File: src/rtl/p4_router_pkg.sv
// Shared types and widths for the checksum-update engine path.
// chksum_update_req_t is the request layout carried to the engine.
package p4_router_pkg;
  localparam int CHKSUM_UPDATE_REQ_BITS  = 48;
  localparam int CHKSUM_UPDATE_RESP_BITS = 16;

  typedef struct packed {
    logic [15:0] hdr_chk;
    logic [7:0]  pad0;
    logic [7:0]  old_ttl;
    logic [7:0]  pad1;
    logic [7:0]  new_ttl;
  } chksum_update_req_t;

  // Index width that stays at least 1 bit when there is a single requester.
  function automatic int idx_bits(input int n);
    return (n > 1) ? $clog2(n) : 1;
  endfunction
endpackage

File: src/rtl/p4_router_rr_arbiter.sv
// Round-robin arbiter: picks the first requester at or after r_ptr and,
// on i_advance, moves r_ptr to the slot just past the granted requester.
module p4_router_rr_arbiter
  import p4_router_pkg::*;
#(
  parameter int NUM_REQ = 4,
  parameter int IDW     = idx_bits(NUM_REQ)
) (
  input  logic               clk,
  input  logic               sreset,
  input  logic [NUM_REQ-1:0] i_req,
  input  logic               i_advance,
  output logic [NUM_REQ-1:0] o_grant,
  output logic [IDW-1:0]     o_grant_idx
);
  logic [IDW-1:0] r_ptr;
  logic [IDW:0]   w_sum;
  logic [IDW-1:0] w_idx;
  logic           w_found;

  always_comb begin
    w_found     = 1'b0;
    w_sum       = '0;
    w_idx       = '0;
    o_grant     = '0;
    o_grant_idx = '0;
    for (int k = 0; k < NUM_REQ; k++) begin
      w_sum = {1'b0, r_ptr} + (IDW+1)'(k);
      if (w_sum >= (IDW+1)'(NUM_REQ)) w_sum = w_sum - (IDW+1)'(NUM_REQ);
      w_idx = w_sum[IDW-1:0];
      if (!w_found && i_req[w_idx]) begin
        w_found        = 1'b1;
        o_grant_idx    = w_idx;
        o_grant[w_idx] = 1'b1;
      end
    end
  end

  always_ff @(posedge clk) begin
    if (sreset) begin
      r_ptr <= '0;
    end else if (i_advance) begin
      r_ptr <= (o_grant_idx == IDW'(NUM_REQ - 1)) ? '0 : o_grant_idx + 1'b1;
    end
  end
endmodule

File: src/rtl/p4_router_ipv4_chksum_update_arbiter.sv
// Shares one in-order checksum-update engine among NUM_REQ requesters; a tag FIFO
// routes each reply home. Optional counters: define P4_ROUTER_CHKSUM_ARB_STATS_EN.
module p4_router_ipv4_chksum_update_arbiter
  import p4_router_pkg::*;
#(
  parameter int NUM_REQ         = 4,
  parameter int MAX_OUTSTANDING = 8,
  parameter int REQ_BITS        = CHKSUM_UPDATE_REQ_BITS,
  parameter int RESP_BITS       = CHKSUM_UPDATE_RESP_BITS,
  localparam int IFW            = $clog2(MAX_OUTSTANDING + 1)
) (
  input  logic                        clk,
  input  logic                        sreset,
  input  logic [NUM_REQ-1:0]          req_valid,
  output logic [NUM_REQ-1:0]          req_ready,
  input  logic [NUM_REQ*REQ_BITS-1:0] req_data,
  output logic [NUM_REQ-1:0]          resp_valid,
  output logic [RESP_BITS-1:0]        resp_data,
  output logic                        eng_req_valid,
  output logic [REQ_BITS-1:0]         eng_req_data,
  input  logic                        eng_resp_valid,
  input  logic [RESP_BITS-1:0]        eng_resp_data,
  output logic [IFW-1:0]              in_flight,
  output logic                        err_orphan,
  output logic [NUM_REQ*32-1:0]       stat_grants,
  output logic [15:0]                 stat_orphans
);
  localparam int IDW = idx_bits(NUM_REQ);
  localparam int PW  = (MAX_OUTSTANDING > 1) ? $clog2(MAX_OUTSTANDING) : 1;

  logic [NUM_REQ-1:0]   w_grant;
  logic [IDW-1:0]       w_grant_idx;
  logic                 w_can_accept;
  logic                 w_accept;
  logic                 w_pop;
  logic                 w_orphan;

  logic [IFW-1:0]       r_in_flight;
  logic [PW-1:0]        r_wr_ptr;
  logic [PW-1:0]        r_rd_ptr;
  logic [IDW-1:0]       r_tag_mem [MAX_OUTSTANDING];
  logic                 r_eng_req_valid;
  logic [REQ_BITS-1:0]  r_eng_req_data;
  logic [NUM_REQ-1:0]   r_resp_valid;
  logic [RESP_BITS-1:0] r_resp_data;
  logic                 r_err_orphan;

  p4_router_rr_arbiter #(.NUM_REQ(NUM_REQ), .IDW(IDW)) u_arb (
    .clk         (clk),
    .sreset      (sreset),
    .i_req       (req_valid),
    .i_advance   (w_accept),
    .o_grant     (w_grant),
    .o_grant_idx (w_grant_idx)
  );

  // Handshake: a request transfers on a cycle where req_valid[i] & req_ready[i];
  // the requester holds valid/data until then. Only the arbitration winner sees
  // ready, and only while the tag FIFO has room (a same-cycle pop does not count).
  // Engine and response paths are strobes with no backpressure.
  assign w_can_accept = (r_in_flight < IFW'(MAX_OUTSTANDING)) && !sreset;
  assign req_ready    = w_grant & {NUM_REQ{w_can_accept}};
  assign w_accept     = |(req_valid & req_ready);
  assign w_pop        = eng_resp_valid && (r_in_flight != '0);
  assign w_orphan     = eng_resp_valid && (r_in_flight == '0);

  always_ff @(posedge clk) begin
    if (w_accept) r_tag_mem[r_wr_ptr] <= w_grant_idx;
  end

  always_ff @(posedge clk) begin
    if (sreset) begin
      r_in_flight     <= '0;
      r_wr_ptr        <= '0;
      r_rd_ptr        <= '0;
      r_eng_req_valid <= 1'b0;
      r_eng_req_data  <= '0;
      r_resp_valid    <= '0;
      r_resp_data     <= '0;
      r_err_orphan    <= 1'b0;
    end else begin
      if (w_accept) r_wr_ptr <= r_wr_ptr + 1'b1;
      if (w_pop)    r_rd_ptr <= r_rd_ptr + 1'b1;
      case ({w_accept, w_pop})
        2'b10:   r_in_flight <= r_in_flight + 1'b1;
        2'b01:   r_in_flight <= r_in_flight - 1'b1;
        default: r_in_flight <= r_in_flight;
      endcase
      r_eng_req_valid <= w_accept;
      if (w_accept) r_eng_req_data <= req_data[w_grant_idx*REQ_BITS +: REQ_BITS];
      r_resp_valid <= '0;
      if (w_pop) begin
        r_resp_valid[r_tag_mem[r_rd_ptr]] <= 1'b1;
        r_resp_data                       <= eng_resp_data;
      end
      if (w_orphan) r_err_orphan <= 1'b1;
    end
  end

  assign eng_req_valid = r_eng_req_valid;
  assign eng_req_data  = r_eng_req_data;
  assign resp_valid    = r_resp_valid;
  assign resp_data     = r_resp_data;
  assign in_flight     = r_in_flight;
  assign err_orphan    = r_err_orphan;

`ifdef P4_ROUTER_CHKSUM_ARB_STATS_EN
  logic [31:0] r_stat_grants [NUM_REQ];
  logic [15:0] r_stat_orphans;

  // Grant counters wrap; the orphan counter saturates so a storm stays visible.
  always_ff @(posedge clk) begin
    if (sreset) begin
      for (int i = 0; i < NUM_REQ; i++) r_stat_grants[i] <= '0;
      r_stat_orphans <= '0;
    end else begin
      if (w_accept) r_stat_grants[w_grant_idx] <= r_stat_grants[w_grant_idx] + 32'd1;
      if (w_orphan && (r_stat_orphans != 16'hFFFF)) r_stat_orphans <= r_stat_orphans + 16'd1;
    end
  end

  for (genvar gi = 0; gi < NUM_REQ; gi++) begin : g_stat
    assign stat_grants[gi*32 +: 32] = r_stat_grants[gi];
  end
  assign stat_orphans = r_stat_orphans;
`else
  assign stat_grants  = '0;
  assign stat_orphans = '0;
`endif
endmodule
File: config.mk
export PLATFORM = sky130hd
export DESIGN_NAME = p4_router_ipv4_chksum_update_arbiter
export DESIGN_NICKNAME = d
export VERILOG_FILES = /design/src/rtl/p4_router_pkg.sv /design/src/rtl/p4_router_rr_arbiter.sv /design/src/rtl/p4_router_ipv4_chksum_update_arbiter.sv
export SDC_FILE = /design/constraint.sdc
export NUM_CORES = 1
export LEC_CHECK = 0
export BUFFER_PORTS_ARGS = -buffer_cell sky130_fd_sc_hd__buf_2
export CAP_MARGIN = 25
export CORE_AREA = 2 2 168 170
export DETAILED_ROUTE_END_ITERATION = 6
export DIE_AREA = 0 0 170 172
export PLACE_DENSITY_LB_ADDON = 0.15
export SLEW_MARGIN = 20
export SYNTH_ARGS = -nofsm -noshare
export SYNTH_HDL_FRONTEND = slang
export SYNTH_SLANG_ARGS = --single-unit
File: constraint.sdc
create_clock -name clk -period 7.5 [get_ports clk]
set_input_delay 0.75 -clock clk [delete_from_list [all_inputs] [get_ports clk]]
set_output_delay 0.75 -clock clk [all_outputs]
set_load 0.05 [all_outputs]
Yosys cells after proc, flatten, opt, wreduce, memory -nomap -nowiden
Memories as Yosys holds them, arrays and structs flattened. A register that Yosys moved wholly into a read port is not among the register bits.
Cells that the tools add are included.
{ "word_totals": {"register_bits": 82, "latch_bits": 0, "mem_bits_rw": 16, "rom_bits": 0, "output_inout_bits": 222, "mem_count": 1} }
{ "memory_table": {"columns": ["name", "depth", "width", "read_ports", "rd_clocked_by_memory_dff", "wr", "line", "rtl"], "rows": [
  ["r_tag_mem", 8, 2, 1, 1, 1, "p4_router_ipv4_chksum_update_arbiter.sv:41", "logic [IDW-1:0] r_tag_mem [MAX_OUTSTANDING];"]
]} }
{ "op_classes": {"add_sub_neg": 12, "multipliers": 1, "div_mod_pow": 0, "order_cmp": 15, "n_eq_ne": 3, "shifts": 1, "mux": 39, "bitwise_logic": 6, "n_reduce_logical": 20} }
{ "op_table": {"columns": ["operator", "n"], "rows": [
  ["$shiftx 192x9->48", 1],
  ["$mux 2", 9],
  ["$mux 4", 4],
  ["$lt 2x3->1 const B", 5],
  ["$mux 1", 14],
  ["$or 4x4->4", 3],
  ["$logic_and 1x1->1", 11],
  ["$demux 1 s2", 5],
  ["$ge 2x1->1 const B", 5],
  ["$ge 3x3->1 const B", 3],
  ["$and 4x4->4", 2],
  ["$bmux 1 s2", 4],
  ["$pmux 4 s2", 1],
  ["$sub 2x1->2 const B", 4],
  ["$add 2x2->3 const B", 2],
  ["$add 3x1->3 const B", 2],
  ["$mux 3", 2],
  ["$add 4x1->4 const B", 1],
  ["$eq 2x2->1 const B", 2],
  ["$logic_not 1->1", 4],
  ["$logic_not 4->1", 1],
  ["$lt 4x4->1 const B", 1],
  ["$mul 2x2->4 const B", 1],
  ["$reduce_bool 4->1", 1],
  ["other kinds (9)", 9]
]} }

Logic depth before layout (Yosys ltp)
{ "depth": {"word_depth": 19, "mapped_depth": 20, "depth_no_buf": 15} }

Cells and area by module
A second synthesis with hierarchy kept.
{ "unflattened": {"hier_cells": 658, "area_unflattened_um2": 6368.6} }
{ "modules_own_cells": {"columns": ["mod", "instances", "cells_each", "area_each_um2", "seq_area_each_um2"], "rows": [
  ["p4_router_ipv4_chksum_update_arbiter", 1, 608, 5896.9, 2142.1],
  ["p4_router_rr_arbiter", 1, 50, 471.7, 40.0]
]} }

Worst setup path after synthesis
No wires, ideal clock.
{ "synth_timing": {"path_type": "reg2reg", "startpoint": "register (tool-made name)", "endpoint": "register r_in_flight[3] (netlist: in_flight[3])", "t_arrival_ns": 4.319, "required_ns": 7.430, "setup_slack_ns": 3.110, "path_stages_with_launch": 19, "path_buffers": 3, "period_less_slack_ns": 4.390, "cell_sequence": "dfxtp_1 > buf_4 > buf_4 > inv_1 > ha_1 > or3b_2 > a211oi_1 > o31ai_1 > a31oi_2 > a221o_1 > nor2_4 > buf_2 > ha_1 > ha_1 > a21o_1 > a21oi_1 > xnor2_1 > or3_1 > a21oi_1"} }
{ "synth_rtl": {"columns": ["element", "line", "rtl"], "rows": [
  ["end signal, assigned", "p4_router_ipv4_chksum_update_arbiter.sv:85", "2'b10: r_in_flight <= r_in_flight + 1'b1;"],
  ["end signal, assigned", "p4_router_ipv4_chksum_update_arbiter.sv:86", "2'b01: r_in_flight <= r_in_flight - 1'b1;"],
  ["end signal, assigned", "p4_router_ipv4_chksum_update_arbiter.sv:87", "default: r_in_flight <= r_in_flight;"],
  ["end, declared", "p4_router_ipv4_chksum_update_arbiter.sv:38", "logic [IFW-1:0] r_in_flight;"]
]} }

==> results.py <==
metrics = {
    "outcome": {
        "status": "complete, no violations",
    },
    "placed_design": {
        "place_congestion": 0.7744,
        "dp_cells": 1341,
        "port_buffers": 292,
        "dp_hpwl_um": 15470,
    },
    "global_routing": {
        "grt_pass1_wl_um": 30970,
        "grt_max_degree": 84,
        "grt-ovfl-total": 0,
        "grt.total_usage": 0.1369,
        "grt_pass1_vias": 5406,
        "antenna_found_initial": 2,
    },
    "final_layout": {
        "drive_gt1_frac": 0.3778,
        "final_common_cell": "buf_2",
        "utilization": 0.3134,
        "final_cell_mix": "buf_2 (292), conb_1 (144), mux2i_1 (101)",
        "nNetsFinal": 1234,
        "fill_cells": 2942,
        "area_growth_syn_to_layout_pct": 20.69,
        "multi_input_area_um2": 4108,
        "seqCellArea_um2": 2182,
        "finalNonFillerCells": 1357,
        "insertedDiodeCount": 0,
    },
    "setup_path": {
        "cp.arrival_ns": 4.93,
        "required_ns": 7.77,
        "cp_max_fo": 20,
        "start_kind": "flop",
        "critPathKind": "flop to flop",
        "end_kind": "flop",
    },
    "logic_synthesis": {
        "netlist_instances": 752,
        "synth.avg_cell_area_um2": 9.487,
        "yosysUniqueCellTypes": 57,
        "ys.flop_type": "dfxtp_1",
        "async_reset_ff_frac": 0,
        "yosys_warnings": 0,
        "syn_area_um2": 7134,
        "synth_edf_count": 16,
        "synth-seq-area-share": 0.3059,
        "ys_seq_elements": 101,
    },
    "route": {
        "routed-via-count": 5855,
        "wl_per_cell_um": 15.47,
        "wirelength_um": 20990,
        "drtPass1Iterations": 4,
        "viasPerCell": 4.315,
        "drtIter0Drc": 188,
        "drc": 0,
        "ant_nets": 0,
    },
    "cts": {
        "cts_tree": "done",
        "cts_htree_levels": 3,
        "clk_path_buf_depth": 2,
        "clock_sinks": 101,
        "clock-root-buffer": "clkbuf_16",
        "holdBufCountCts": 0,
        "path_clk_slew_ns": 0.07,
        "cts_setup_buffers": 0,
        "cts_buffers": 9,
        "postCtsResizedCells": 0,
        "clock_latency_ns": 0.35,
    },
    "floorplanning": {
        "die_height_um": 172,
        "die_area_um2": 29240,
        "die_w_um": 170,
        "rows": 61,
        "coreArea_um2": 27480,
        "ios": 437,
        "initial_core_util": 0.2597,
    },
    "min_path": {
        "holdCritPathClass": "flop to flop",
    },
    "pwr": {
        "seq_power_share": 0.214,
        "ir_worst_vdd_mv": 0.1753,
        "internal_power_mw": 1.910,
        "power_density_nw_per_um2": 444.3,
        "power_switching_mw": 1.916,
        "pwr-share-clk": 0.133,
        "pwr-share-comb": 0.653,
        "p_sw_frac": 0.5008,
        "power_leakage_nw": 3.887,
    },
    "timing": {
        "slew_viol_final": 0,
        "setup_viol": 0,
        "slew_headroom": 0.4331,
        "worst_pin_slew_ns": 0.8504,
        "timing.fmax_mhz": 214.9,
        "finalCritPeriodShare": 0.6205,
        "hold_slack_ns": 0.4495,
        "period_needed_ns": 4.654,
        "fin_setup_tns_ns": 0,
        "hold_viol": 0,
        "rsz0062_at_grt": "false",
        "fin_skew_ns": 0.008398,
    },
    "job": {
        "maxCapViolations": 0,
    },
}
==> power groups by stage <==
stage	Sequential, mW	Clock [mW]	Combinational, mW
floorplan	1.18	0	1.72
global placement	0.829	0	2.54
detailed placement	0.833	0	2.53
CTS	0.822	0.528	2.54
global route	0.841	0.551	2.71
finish	0.820	0.509	2.50
==> state kept, by name, indices dropped and copies added (netlist names), named ones only <==
| register | count |
|---|---|
| eng_req_valid | 1 |
| r_wr_ptr | 3 |
| r_tag_mem | 16 |
| in_flight | 4 |
| resp_data | 16 |
| eng_req_data | 48 |
| err_orphan | 1 |
| resp_valid | 4 |
| r_rd_ptr | 3 |
| u_arb.r_ptr | 1 |
==> worst max-delay path: stages (launching register included) <==
cell and delay, ns:
dfxtp_1 0.77, inv_1 0.22, ha_1 0.51, or3b_2 0.54
a211oi_1 0.27, or3_1 0.31, a221o_1 0.28, a221o_1 0.26
nor2_4 0.04, ha_1 0.21, ha_1 0.28, a21o_1 0.18
a21oi_1 0.17, xnor2_1 0.09, or3_1 0.30, a21oi_1 0.14
==> routing by layer <==
| metal | track usage | vias to the layer above | routed length (µm) |
|---|---|---|---|
| li1 | - | 2904 | - |
| met1 | 0.1693 | 2679 | 8896 |
| met2 | 0.2373 | 256 | 10350 |
| met3 | 0.04074 | 12 | 1590 |
| met4 | 0.02676 | 4 | 127 |
| met5 | 0 | - | 27 |
==> cells in the mapped netlist, types with 4 or more instances <==
cell type | count | area share
nor4b_1 | 4 | 0.0049
buf_4 | 150 | 0.16
nand2_1 | 46 | 0.024
inv_1 | 11 | 0.0058
nand4b_1 | 50 | 0.061
o21ai_0 | 15 | 0.011
a31oi_1 | 4 | 0.0035
nor4_1 | 4 | 0.0035
nor2_1 | 18 | 0.0095
clkbuf_1 | 20 | 0.011
a21oi_1 | 30 | 0.021
ha_1 | 12 | 0.021
edfxtp_1 | 16 | 0.067
dfxtp_1 | 85 | 0.24
mux4_2 | 6 | 0.019
mux2i_1 | 102 | 0.14
mux2_2 | 50 | 0.079
nand2b_1 | 5 | 0.0044
o21ai_1 | 40 | 0.028
buf_2 | 25 | 0.018
==> cell type report <==
cell class,instances,share of cell area
Timing Repair Buffer,299,0.1773
Inverter,11,0.004795
Tap cell,346,0.05028
Clock buffer,12,0.03110
Multi-Input combinational cell,584,0.4770
Clock inverter,4,0.006103
Sequential cell,101,0.2534
==> cell families after synthesis <==
family          count (synthesis)  share of synthesized area
buf+inv                       210                     0.1969
mux                           158                     0.2410
simple gates                  153                     0.1340
compound gates                110                    0.09049
flops                         101                     0.3059
fa+ha+maj                      13                    0.02385
xor+xnor                        6                   0.007367
other cells                     1                  0.0005256
==> through the flow <==
step | setup WS, ns | area (µm²) | total power [mW]
after floorplan | 3.110 | 7671 | 2.902
after global placement | 2.926 | 8290 | 3.372
after detailed placement | 2.898 | 8290 | 3.363
after CTS | 2.860 | 8611 | 3.891
after global routing | 2.518 | 8611 | 4.098
final | 2.846 | 8611 | 3.826
==> path summary, 6_finish.rpt <==
kind,slack [ns],from,to,depth (start not counted)
max,2.85,flop,in_flight[3],15
min,0.45,resp_data[11],resp_data[11],2
max reg2reg,2.85,flop,in_flight[3],15
min reg2reg,0.45,resp_data[11],resp_data[11],2
No activity file was read; power rests on OpenSTA's default activity.
